===== src/rtl/uart_tx_if.sv =====
// uart_tx_if: handshake and serial-line bundle for the uart_tx transmitter.
//   p_data     : parallel payload to transmit (DATA_WIDTH bits)
//   data_valid : request to send p_data (honoured only while idle)
//   par_en     : 1 = append a parity bit
//   par_typ    : parity select, 0 = even, 1 = odd
//   prescalar  : clk cycles per bit (8, 16 or 32; anything else means 8)
//   TX_out     : registered serial line, idle high
//   busy       : high while a frame is being shifted out
// master = the block feeding bytes in; slave = the transmitter itself.
interface uart_tx_if #(
  parameter int DATA_WIDTH = 8
);
  logic [DATA_WIDTH-1:0] p_data;
  logic                  data_valid;
  logic                  par_en;
  logic                  par_typ;
  logic [5:0]            prescalar;
  logic                  TX_out;
  logic                  busy;

  modport master (
    output p_data, data_valid, par_en, par_typ, prescalar,
    input  TX_out, busy
  );

  modport slave (
    input  p_data, data_valid, par_en, par_typ, prescalar,
    output TX_out, busy
  );
endinterface


===== src/rtl/uart_tx.sv =====
// uart_tx: parameterised UART transmitter.
// Frame: start (0), DATA_WIDTH data bits LSB first, optional parity, one stop (1).
// Ports:
//   clk : single clock, rising edge
//   rst : synchronous, active-high reset
//   bus : uart_tx_if.slave (p_data, data_valid, par_en, par_typ, prescalar in;
//         TX_out, busy out)
// A frame is accepted only in IDLE; inputs are latched on the accepting edge
// and ignored until the line returns to IDLE.
module uart_tx #(
  parameter int DATA_WIDTH = 8
) (
  input  logic      clk,
  input  logic      rst,
  uart_tx_if.slave  bus
);

  localparam int BW = (DATA_WIDTH > 1) ? $clog2(DATA_WIDTH) : 1;

  typedef enum logic [2:0] {IDLE, START, DATA, PARITY, STOP} state_t;

  state_t                state, state_d;
  logic [5:0]            edge_cnt, edge_cnt_d;
  logic [BW-1:0]         bit_cnt, bit_cnt_d;
  logic [DATA_WIDTH-1:0] data_q;
  logic                  par_en_q, par_typ_q;
  logic [5:0]            presc_q, presc_eff;
  logic                  tx_q, tx_d;
  logic                  busy_q, busy_d;
  logic                  accept, bit_done, last_data;

  assign accept    = (state == IDLE) && bus.data_valid;
  assign bit_done  = (edge_cnt == presc_q - 6'd1);
  assign last_data = (bit_cnt == BW'(DATA_WIDTH - 1));

  always_comb begin
    presc_eff = 6'd8;
    if (bus.prescalar == 6'd8 || bus.prescalar == 6'd16 || bus.prescalar == 6'd32)
      presc_eff = bus.prescalar;
  end

  // State register
  always_ff @(posedge clk) begin
    if (rst) state <= IDLE;
    else     state <= state_d;
  end

  // Next-state logic
  always_comb begin
    state_d = state;
    case (state)
      IDLE:    if (bus.data_valid) state_d = START;
      START:   if (bit_done) state_d = DATA;
      DATA:    if (bit_done && last_data) state_d = par_en_q ? PARITY : STOP;
      PARITY:  if (bit_done) state_d = STOP;
      STOP:    if (bit_done) state_d = IDLE;
      default: state_d = IDLE;
    endcase
  end

  // Output / counter next values. TX_out is registered, so the line value is
  // chosen from the state being entered; that puts the start bit on the line
  // on the accepting edge and the idle level on the closing edge.
  always_comb begin
    edge_cnt_d = (state == IDLE || bit_done) ? '0 : edge_cnt + 6'd1;

    bit_cnt_d = '0;
    if (state == DATA && !(bit_done && last_data))
      bit_cnt_d = bit_done ? bit_cnt + BW'(1) : bit_cnt;

    case (state_d)
      IDLE:    tx_d = 1'b1;
      START:   tx_d = 1'b0;
      DATA:    tx_d = data_q[bit_cnt_d];
      PARITY:  tx_d = (^data_q) ^ par_typ_q;
      STOP:    tx_d = 1'b1;
      default: tx_d = 1'b1;
    endcase

    busy_d = (state_d != IDLE);
  end

  // Counters, line register and frame latches
  always_ff @(posedge clk) begin
    if (rst) begin
      edge_cnt  <= '0;
      bit_cnt   <= '0;
      data_q    <= '0;
      par_en_q  <= 1'b0;
      par_typ_q <= 1'b0;
      presc_q   <= '0;
      tx_q      <= 1'b1;
      busy_q    <= 1'b0;
    end else begin
      edge_cnt <= edge_cnt_d;
      bit_cnt  <= bit_cnt_d;
      tx_q     <= tx_d;
      busy_q   <= busy_d;
      if (accept) begin
        data_q    <= bus.p_data;
        par_en_q  <= bus.par_en;
        par_typ_q <= bus.par_typ;
        presc_q   <= presc_eff;
      end
    end
  end

  assign bus.TX_out = tx_q;
  assign bus.busy   = busy_q;

endmodule


===== src/flat_wrapper.sv =====
// flat-port wrapper written by rule: the top's interface ports become plain ports
module uart_tx_flat 
#(
  parameter int DATA_WIDTH = 8
)
  (clk, rst, bus_p_data, bus_data_valid, bus_par_en, bus_par_typ, bus_prescalar, bus_TX_out, bus_busy);
  uart_tx_if #(.DATA_WIDTH(DATA_WIDTH)) bus_i ();
  input  logic clk;
  input  logic rst;
  input wire logic [$bits(bus_i.p_data)-1:0] bus_p_data;
  input wire logic [$bits(bus_i.data_valid)-1:0] bus_data_valid;
  input wire logic [$bits(bus_i.par_en)-1:0] bus_par_en;
  input wire logic [$bits(bus_i.par_typ)-1:0] bus_par_typ;
  input wire logic [$bits(bus_i.prescalar)-1:0] bus_prescalar;
  output wire logic [$bits(bus_i.TX_out)-1:0] bus_TX_out;
  output wire logic [$bits(bus_i.busy)-1:0] bus_busy;
  assign bus_i.p_data = bus_p_data;
  assign bus_i.data_valid = bus_data_valid;
  assign bus_i.par_en = bus_par_en;
  assign bus_i.par_typ = bus_par_typ;
  assign bus_i.prescalar = bus_prescalar;
  assign bus_TX_out = bus_i.TX_out;
  assign bus_busy = bus_i.busy;
  uart_tx #(.DATA_WIDTH(DATA_WIDTH)) u_core (.clk(clk), .rst(rst), .bus(bus_i));
endmodule

===== config.mk =====
export PLATFORM = sky130hd
export DESIGN_NAME = uart_tx_flat
export DESIGN_NICKNAME = d
export VERILOG_FILES = /design/src/rtl/uart_tx_if.sv /design/src/rtl/uart_tx.sv /design/src/flat_wrapper.sv
export SDC_FILE = /design/constraint.sdc
export NUM_CORES = 1
export LEC_CHECK = 0
export BUFFER_PORTS_ARGS = -buffer_cell sky130_fd_sc_hd__buf_2
export CAP_MARGIN = 20
export CORE_UTILIZATION = 58
export CTS_BUF_LIST = sky130_fd_sc_hd__clkbuf_16
export DETAILED_ROUTE_END_ITERATION = 10
export GPL_ROUTABILITY_DRIVEN = 0
export HOLD_SLACK_MARGIN = 0.12
export PLACE_DENSITY = 0.91
export SLEW_MARGIN = 20
export SYNTH_ARGS = -nofsm -noshare
export SYNTH_HDL_FRONTEND = slang
export SYNTH_SLANG_ARGS = --single-unit

===== constraint.sdc =====
create_clock -name clk -period 6.05 [get_ports clk]
set_input_delay 1.21 -clock clk [delete_from_list [all_inputs] [get_ports clk]]
set_output_delay 1.21 -clock clk [all_outputs]
set_load 0.01 [all_outputs]

==> results_dict.tcl, run 1 <==
set metrics [dict create \
    htreeDepth 2 \
    rows 18 \
    ff2ff_path_depth 10 \
    pwr-share-comb 0.089 \
    viasPerCell 5.645 \
    start_util 0.6215 \
    hp-start "u_core.presc_q[5]" \
    grt_pass1_vias 1178 \
    crit_path_end_kind "flop" \
    cpMaxStageDelayCell "nor3_4" \
    hp-class "flop to flop" \
    grt_pass1_wl_mm 5.043 \
    seqPwrFrac 0.403 \
    hpwl_mm 2.345 \
    setup_violations 0 \
    fp.dieArea_sq_mm 0.002915 \
    fill_cells 199 \
    whs_endpoint "u_core.presc_q[5]" \
    ios 21 \
    cts_resized 0 \
    cts_tree "yes" \
    stdcell_area_sq_mm 0.001823 \
    ir_worst_vdd_uv 293.0 \
    startpoint_type "flop" \
    status "finished clean" \
    grt.overflow.total 0 \
    regToRegSetupSlack_ns 2.97 \
    synth-seq-cells 30 \
    syn_nets 202 \
    synth-edff-count 0 \
    path_cells "inv_1, ha_1, o21ba_1, a221oi_2, a41oi_2, nor3_4, mux2_2, o221ai_1, or3b_1, a41oi_2" \
    ys_warn_count 0 \
    period_minus_slack_ns 3.084 \
    async_flop_share 0 \
    die_h_um 53.99 \
    r2r-start "u_core.presc_q[0]" \
    power.switching_uw 111.3 \
    antenna_found_initial 0 \
    clkSinkCount 30 \
    fp.coreArea_sq_mm 0.002522 \
    crit_path_frequent_cell "a41oi_2" \
    syn_inst 179 \
    numCtsBuffers 5 \
    fin_tns_setup_ns 0 \
    cp.required_ns 6.25 \
    wl_per_cell_um 14.09 \
    clock_latency_ns 0.27 \
    powerDensity_mw_per_mm2 289.3 \
    rsz0062_at_grt "no" \
    worst_pin_slew_ns 0.8698 \
    io_buffers 20 \
    grt_max_degree 25 \
    post_cts_buffers 0 \
    holdPathStages 2 \
    synthFlopType "dfxtp_1" \
    final_cells 228 \
    netlist_area_sq_mm 0.001568 \
    vias 1287 \
    holdBufCountCts 0 \
    fin_crit_sh 0.5097 \
    clock_skew_ns 0.008259 \
    drive_above_1_share 0.2020 \
    path_clk_slew_ns 0.05 \
    max_stage_delay_ns 0.50 \
    cts_root_buf "clkbuf_16" \
    die_w_um 53.99 \
    firstDrtPassIters 4 \
    fin_nets 221 \
    r2r_end "u_core.bus.TX_out" \
    placed_cell_area_sq_mm 0.001664 \
    crit_fanout 14 \
    yosysSeqAreaShare 0.3831 \
    sw_frac_of_total 0.2111 \
    ant_nets 0 \
    drcViolationCount 0 \
    drv_cap 0 \
    arrival_ns 3.29 \
    n_antenna_cell 0 \
    leakage_uw 0.0007088 \
    hold_viol_final 0 \
    p_int_uw 416.1 \
    cts_buffer_depth 2 \
    dp.cells 221 \
    slew_viol_final 0 \
    drtIter0Drc 20 \
    max_freq_ghz 0.3243 \
    slew_headroom 0.4157 \
    avgSynthCellArea_sq_um 8.758 \
    routed_wl_mm 3.213 \
    track_usage 0.2484 \
    layout_common_cells "nand2_1, dfxtp_1, buf_2" \
    critical_path_class "flop to flop" \
    holdWs_ns 0.4639 \
    synth.distinct_cells 39 \
    area_growth_pct 16.28 \
    power.clock.fraction 0.508 \
]
[metal layers]
layer  vias to the layer above  global-route usage  share of wire
met5                         -                   0              0
met4                         0              0.1410          0.019
met3                         8             0.07345          0.035
met2                        28              0.4115           0.51
met1                       598              0.2821           0.43
li1                        653                   -              -
[power by group through the flow]
| stage | clock, uW | combinational, uW | sequential, uW |
|---|---|---|---|
| final | 268 | 46.9 | 212 |
| after global placement | 0 | 44.2 | 215 |
| after global routing | 282 | 51.3 | 213 |
| after detailed placement | 0 | 46.3 | 216 |
| after floorplan | 0 | 32.6 | 215 |
| after CTS | 271 | 47.0 | 212 |
[final cells by class]
| cell class | instances | area (sq um) | area share |
|---|---|---|---|
| clock buffers | 5 | 125.1 | 0.06863 |
| clock inverters | 2 | 33.78 | 0.01853 |
| well taps | 30 | 37.54 | 0.02059 |
| inverters | 10 | 37.54 | 0.02059 |
| multi-input cells | 131 | 888.4 | 0.4873 |
| repair buffers | 20 | 100.1 | 0.05491 |
| flip-flops and latches | 30 | 600.6 | 0.3294 |
[state kept, by name, summed over array words and instances (netlist names)]
register,count
u_core.bit_cnt,3
u_core.bus.TX_out,1
u_core.bus.busy,1
u_core.data_q,8
u_core.edge_cnt,6
u_core.par_en_q,1
u_core.par_typ_q,1
u_core.presc_q,6
u_core.state,3
[worst max-delay path by stage]
stage | end | slack [ns] | startpoint
finish | u_core.bus.TX_out | 2.97 | u_core.presc_q[0]
global route | u_core.bus.TX_out | 2.82 | u_core.presc_q[0]
CTS | u_core.bus.TX_out | 2.99 | u_core.presc_q[0]
detailed placement | u_core.bus.TX_out | 3.01 | u_core.presc_q[0]
global placement | u_core.bus.TX_out | 3.15 | u_core.presc_q[0]
floorplan | u_core.bus.TX_out | 3.48 | u_core.presc_q[0]
[synthesized netlist by cell type, types with 2 or more instances]
cell type	count	area [sq um]
or3_1	2	12.51
nand3_1	5	25.02
clkbuf_1	6	22.52
nand4b_1	2	17.52
a221oi_2	2	30.03
ha_1	4	50.05
o211ai_1	2	15.01
and2_1	2	12.51
a21oi_1	12	60.06
xnor2_1	12	105.1
nor3_1	7	35.03
nor4_1	2	12.51
inv_1	9	33.78
xor2_1	10	87.58
mux2_2	4	45.04
dfxtp_1	30	600.6
nand2_1	30	112.6
a41oi_2	3	48.80
nor2_1	15	56.30
[metrics by stage]
step	power, uW	util	worst slack, ns
5_1_grt	546.5	0.7227	2.817
3_3_place_gp	259.5	0.6597	3.146
2_1_floorplan	247.4	-	3.480
4_1_cts	530.5	0.7227	2.989
6_report	527.4	0.7227	2.966
3_5_place_dp	262.2	0.6597	3.006
[cells by family after synthesis]
logic type,after synthesis,share of synthesized area
simple gates,73,0.2227
flops,30,0.3831
compound gates,27,0.1540
xor+xnor,22,0.1229
buf+inv,18,0.05028
mux,5,0.03511
fa+ha+maj,4,0.03192
[worst max-delay path: cells and delay by family (launching register included)]
kind	cells	cell delay (ns)
compound gates	5	0.94
simple gates	2	0.90
mux	1	0.45
flops	1	0.38
fa+ha+maj	1	0.26
buf+inv	1	0.09
Note: power is estimated with default switching activity, not from simulation.
==> run 2: changes to the inputs <==
--- a/config.mk
+++ b/config.mk
@@ -5,14 +5,15 @@
 export SDC_FILE = /design/constraint.sdc
 export NUM_CORES = 1
 export LEC_CHECK = 0
+export ABC_AREA = 1
 export BUFFER_PORTS_ARGS = -buffer_cell sky130_fd_sc_hd__buf_2
 export CAP_MARGIN = 20
-export CORE_UTILIZATION = 58
+export CORE_UTILIZATION = 57
 export CTS_BUF_LIST = sky130_fd_sc_hd__clkbuf_16
 export DETAILED_ROUTE_END_ITERATION = 10
 export GPL_ROUTABILITY_DRIVEN = 0
 export HOLD_SLACK_MARGIN = 0.12
-export PLACE_DENSITY = 0.91
+export PLACE_DENSITY = 0.9
 export SLEW_MARGIN = 20
 export SYNTH_ARGS = -nofsm -noshare
 export SYNTH_HDL_FRONTEND = slang
==> constraint.sdc (replaced) <==
create_clock -name clk -period 3.2 [get_ports clk]
set_input_delay 0.64 -clock clk [delete_from_list [all_inputs] [get_ports clk]]
set_output_delay 0.64 -clock clk [all_outputs]
set_load 0.01 [all_outputs]
==> run 2 against run 1 <==
Compared with the run above: first-iteration DRC count rose to 2.8 times the previous value; power rose by 75%; clock skew decreased by 0.0041 ns; synthesized cell count up 41%; critical path depth up 7; fmax is 41% higher; sequential power up 89%; critical path type unchanged; largest cell class unchanged; highest routed layer unchanged.
==> results_dict.tcl, run 2 <==
set metrics [dict create \
    netlist_area_sq_mm 0.001700 \
    track_usage 0.2527 \
    grt_pass1_vias 1550 \
    drv_cap 0 \
    io_buffers 20 \
    syn_nets 276 \
    avgSynthCellArea_sq_um 6.721 \
    status "finished clean" \
    syn_inst 253 \
    rows 19 \
    cts_root_buf "clkbuf_16" \
    slew_headroom 0.6751 \
    finalPower_uw 920.9 \
    drcViolationCount 0 \
    reg_top3 "u_core.data_q x8, u_core.edge_cnt x6, u_core.presc_q x6" \
    ios 21 \
    holdBufCountCts 0 \
    ys_warn_count 0 \
    ant_nets 0 \
    leakage_uw 0.0009709 \
    fp.coreArea_sq_mm 0.002781 \
    wl_met1_mm 1.578 \
    stdcell_area_sq_mm 0.001957 \
    die_h_um 56.62 \
    fin_tns_setup_ns 0 \
    async_flop_share 0 \
    clkSinkCount 30 \
    cts_tree "yes" \
    vias 1628 \
    met2_length_mm 1.817 \
    arrival_ns 2.35 \
    synth-edff-count 0 \
    grt.overflow.total 0 \
    synth.distinct_cells 29 \
    synth_top_area_cell "dfxtp_1" \
    start_util 0.6113 \
    firstDrtPassIters 4 \
    hp-class "flop to flop" \
    max_freq_ghz 0.4574 \
    htreeDepth 2 \
    fin_nets 299 \
    die_w_um 56.62 \
    path_clk_slew_ns 0.05 \
    antenna_found_initial 0 \
    wl_met3_um 155 \
    synthFlopType "dfxtp_1" \
    placed_cell_area_sq_mm 0.001824 \
    top_register "u_core.data_q" \
    synth_most_common_cell "nand2_1" \
    crit_path_end_kind "flop" \
    cp.required_ns 3.36 \
    final_common_cell "nand2_1" \
    netlist_top_cells_count "nand2_1, dfxtp_1, inv_1, nor2_1, a21oi_1" \
    synth_top_area_share 0.3532 \
    yosysSeqAreaShare 0.3532 \
    grt_pass1_wl_mm 6.285 \
    startpoint_type "flop" \
    numCtsBuffers 5 \
    hold_viol_final 0 \
    synth-seq-cells 30 \
    synth_area_leaders "dfxtp_1, nand2_1, inv_1" \
    largest_reg_flops 8 \
    crit_fanout 5 \
    slew_viol_final 0 \
    viasPerCell 5.303 \
    drtIter0Drc 56 \
    layout_common_cells "nand2_1, inv_1, dfxtp_1" \
    drive_above_1_share 0.1812 \
    hpwl_mm 2.478 \
    cts_resized 0 \
    cts_buffer_depth 2 \
    wl_per_cell_um 11.70 \
    clock_skew_ns 0.004201 \
    grt_max_degree 19 \
    clock_latency_ns 0.27 \
    routed_wl_mm 3.593 \
    top_layer "met4" \
    fill_cells 216 \
    rsz0062_at_grt "no" \
    post_cts_buffers 0 \
    critical_path_class "flop to flop" \
    ir_worst_vdd_uv 538.0 \
    fin_crit_sh 0.6832 \
    n_antenna_cell 0 \
    worst_pin_slew_ns 0.4869 \
    finish.utilization 0.7036 \
    period_minus_slack_ns 2.186 \
    fp.dieArea_sq_mm 0.003205 \
    powerDensity_mw_per_mm2 470.6 \
    setup_violations 0 \
    area_growth_pct 15.08 \
]
run 2: worst max-delay path, stage by stage, from the launching register on:
cell and delay (ns):
dfxtp_1 0.38, inv_2 0.08, ha_1 0.31, inv_1 0.04, nand2_1 0.04, nand2_1 0.04
nor2_1 0.13, nand2_2 0.11, nor2_8 0.12, nand4_2 0.15, nand2_4 0.12, inv_2 0.07
nor2_2 0.11, nand3_2 0.11, nand3_1 0.10, inv_1 0.04, nand3_1 0.07, nand2_1 0.05
run 2: stage by stage:
stage,hold slack [ns],setup WS [ns],std cells
after CTS,0.4614,1.016,307
final,0.4596,1.014,307
after global placement,0.4470,1.076,300
after global routing,0.4846,0.8678,307
after detailed placement,0.4500,0.9890,300
after floorplan,0.4295,1.304,253
run 2: worst paths after layout:
path                        endpoint  slack (ns)  cells after the start                from
setup / recovery   u_core.bus.TX_out        1.01                     17   u_core.presc_q[0]
hold / removal    u_core.edge_cnt[0]        0.46                      1  u_core.edge_cnt[0]
setup reg to reg   u_core.bus.TX_out        1.01                     17   u_core.presc_q[0]
hold reg to reg   u_core.edge_cnt[0]        0.46                      1  u_core.edge_cnt[0]
run 2: where the power goes:
part | internal [uW] | total (uW) | leakage (uW) | switching (uW)
clock network | 276 | 419 | 0.0000723 | 143
logic | 39.1 | 100 | 0.000654 | 61.3
registers | 390 | 401 | 0.000245 | 11.2
total | 705 | 921 | 0.000971 | 215
run 2: cell families (layout without fill, tap and decap cells):
group / count (synthesis) / in the layout / synth area share
AO/OA/AOI/OAI: 26 / 26 / 0.07799
flip-flops: 30 / 30 / 0.3532
XOR/XNOR: 10 / 10 / 0.05151
buffers and inverters: 41 / 64 / 0.09050
adder cells (fa/ha/maj): 4 / 4 / 0.02943
AND/OR/NAND/NOR: 142 / 142 / 0.3974
run 2: layer usage:
metal	vias up	track usage
met2	47	0.4370
met4	0	0.1010
met5	-	0
met3	7	0.07604
met1	735	0.2884
li1	839	-
run 2: cell type report:
class	instances	area, sq um	area share
multi-input cells	182	945.9	0.4834
flip-flops and latches	30	600.6	0.3069
inverters	37	138.9	0.07097
clock buffers	5	125.1	0.06394
repair buffers	20	100.1	0.05115
well taps	31	38.79	0.01982
clock inverters	2	7.507	0.003836
==> run 3: changes to the inputs <==
--- a/config.mk
+++ b/config.mk
@@ -8,12 +8,12 @@
 export ABC_AREA = 1
 export BUFFER_PORTS_ARGS = -buffer_cell sky130_fd_sc_hd__buf_2
 export CAP_MARGIN = 20
-export CORE_UTILIZATION = 57
+export CORE_UTILIZATION = 51
 export CTS_BUF_LIST = sky130_fd_sc_hd__clkbuf_16
 export DETAILED_ROUTE_END_ITERATION = 10
 export GPL_ROUTABILITY_DRIVEN = 0
 export HOLD_SLACK_MARGIN = 0.12
-export PLACE_DENSITY = 0.9
+export PLACE_DENSITY = 0.85
 export SLEW_MARGIN = 20
 export SYNTH_ARGS = -nofsm -noshare
 export SYNTH_HDL_FRONTEND = slang
==> constraint.sdc (replaced) <==
create_clock -name clk -period 1.9 [get_ports clk]
set_input_delay 0.38 -clock clk [delete_from_list [all_inputs] [get_ports clk]]
set_output_delay 0.38 -clock clk [all_outputs]
set_load 0.01 [all_outputs]
==> run 3 against run 2 <==
Compared with the run above: the run now ends with setup timing left; wire length increased by 17%; final area is 11% higher; clock skew up 0.0024 ns; clock power is 76% higher; worst setup slack worse by 1.2 ns; power increased by 74%; largest cell class unchanged; highest routed layer unchanged.
==> results_dict.tcl, run 3 (synthesis gave the netlist of run 2 again) <==
set metrics [dict create \
    status "finished with violations" \
    violations "setup timing" \
    drcViolationCount 0 \
    firstDrtPassIters 4 \
    path_clk_slew_ns 0.05 \
    antenna_found_initial 0 \
    place_ws_ns -0.1251 \
    rsz0062_at_grt "yes" \
    slew_viol_final 0 \
    io_buffers 20 \
    fin_crit_sh 1.079 \
    cpMaxStageDelayCell "dfxtp_2" \
    holdBufCountCts 0 \
    fin_tns_setup_ns -0.4198 \
    max_freq_ghz 0.4879 \
    hold_viol_final 0 \
    fill_cells 245 \
    cts_tree "yes" \
    crit_fanout 5 \
    r2r-start "u_core.presc_q[1]" \
    drtIter0Drc 75 \
    layout_common_cells "nand2_1, inv_1, dfxtp_1" \
    ff2ff_path_depth 16 \
    ir_worst_vdd_uv 823.9 \
    wl_per_cell_um 12.43 \
    fp.coreArea_sq_mm 0.003103 \
    endpoint "u_core.bus.busy" \
    critPathBufInv 4 \
    startpoint_type "flop" \
    top_register "u_core.data_q" \
    drive_above_1_share 0.2935 \
    regToRegSetupSlack_ns -0.15 \
    leakage_uw 0.001076 \
    crit_start "u_core.presc_q[1]" \
    ios 21 \
    numCtsBuffers 5 \
    r2r_end "u_core.bus.busy" \
    max_stage_delay_ns 0.33 \
    clock_skew_ns 0.006623 \
    viasPerCell 5.021 \
    grt_pass1_vias 1561 \
    slew_headroom 0.7681 \
    die_w_um 59.74 \
    clock_latency_ns 0.28 \
    final_common_cell "nand2_1" \
    n_antenna_cell 0 \
    critical_path_class "flop to flop" \
    drv_cap 0 \
    track_usage 0.2390 \
    cp.depth 16 \
    htreeDepth 2 \
    hpwl_mm 2.625 \
    grt_max_degree 19 \
    area_growth_pct 28.26 \
    cp.required_ns 2.11 \
    fp.dieArea_sq_mm 0.003569 \
    worst_pin_slew_ns 0.3479 \
    die_h_um 59.74 \
    largest_reg_flops 8 \
    grt.overflow.total 0 \
    arrival_ns 2.26 \
    rows 20 \
    hp-start "bus_p_data[4]" \
    holdWs_ns 0.3524 \
    routed_wl_mm 4.189 \
    crit_path_end_kind "flop" \
    reg_top3 "u_core.data_q x8, u_core.edge_cnt x6, u_core.presc_q x6" \
    clkSinkCount 30 \
    ant_nets 0 \
    start_util 0.5480 \
    setup_violations 4 \
    grt_pass1_wl_mm 6.389 \
    cts_root_buf "clkbuf_16" \
    powerDensity_mw_per_mm2 735.1 \
    period_minus_slack_ns 2.050 \
    critPathTopFamily "simple AND/OR/NAND/NOR gates" \
    cts_buffer_depth 2 \
    vias 1692 \
    hp-class "primary input to flop" \
    fin_nets 315 \
    setup_ws_ns -0.1497 \
    path_cells "inv_2, ha_4, inv_2, nand2_1, nand2_1, nor2_2, nand2_2, nor2_8, nand3_4, buf_4, inv_4, nand3_1, o21ai_1, a31oi_1, or2_1, nand3_1" \
]
run 3: cell count changes in the layout (fill, tap and decap cells not counted), sizes merged:
cell,change
buf,+16
clkinv,+1
run 3: area by class of cell:
class | count | area, sq um | area share
Inverter | 37 | 143.9 | 0.06598
Clock inverter | 3 | 12.51 | 0.005737
Clock buffer | 5 | 125.1 | 0.05737
Tap cell | 44 | 55.05 | 0.02524
Multi-Input combinational cell | 182 | 1021 | 0.4682
Timing Repair Buffer | 36 | 220.2 | 0.1010
Sequential cell | 30 | 603.1 | 0.2765
run 3: repair_timing:
| action | 4_1_cts | 5_1_grt |
|---|---|---|
| endpoints found under the setup margin | 4 | 8 |
| gates resized for setup | 4 | 21 |
| setup buffers | 1 | 7 |
| pin swaps | 5 | 12 |
run 3: layer usage:
metal | share of wire | track usage
met2 | 0.51 | 0.4016
met3 | 0.051 | 0.04329
met4 | 0.028 | 0.1296
met1 | 0.41 | 0.2870
met5 | 0 | 0
run 3: tightest hold or removal path, cell delays in order:
cell     delay [ns]
buf_2          0.10
nand2_1        0.05
a21oi_1        0.05
run 3: worst min-delay path by stage:
stage / to / slack [ns] / depth (start not counted)
floorplan: u_core.edge_cnt[0] / 0.43 / 1
global placement: u_core.edge_cnt[0] / 0.44 / 1
detailed placement: u_core.edge_cnt[0] / 0.45 / 1
CTS: u_core.data_q[4] / 0.35 / 3
global route: u_core.data_q[4] / 0.35 / 3
finish: u_core.data_q[4] / 0.35 / 3
run 3: per-stage QoR:
step / utilization / power [uW] / area, sq um / cells
6_report: 0.7028 / 1603 / 2181 / 337
5_1_grt: 0.7028 / 1666 / 2181 / 337
4_1_cts: 0.6641 / 1590 / 2061 / 330
3_5_place_dp: 0.6125 / 861.7 / 1901 / 321
3_3_place_gp: 0.6125 / 856.9 / 1901 / 321
2_1_floorplan: - / 809.0 / 1700 / 253
run 3: report_power, final:
part / internal [uW] / switching [uW] / total [uW]
combinational: 71.5 / 117 / 189
sequential: 657 / 20.2 / 677
clock: 472 / 266 / 737
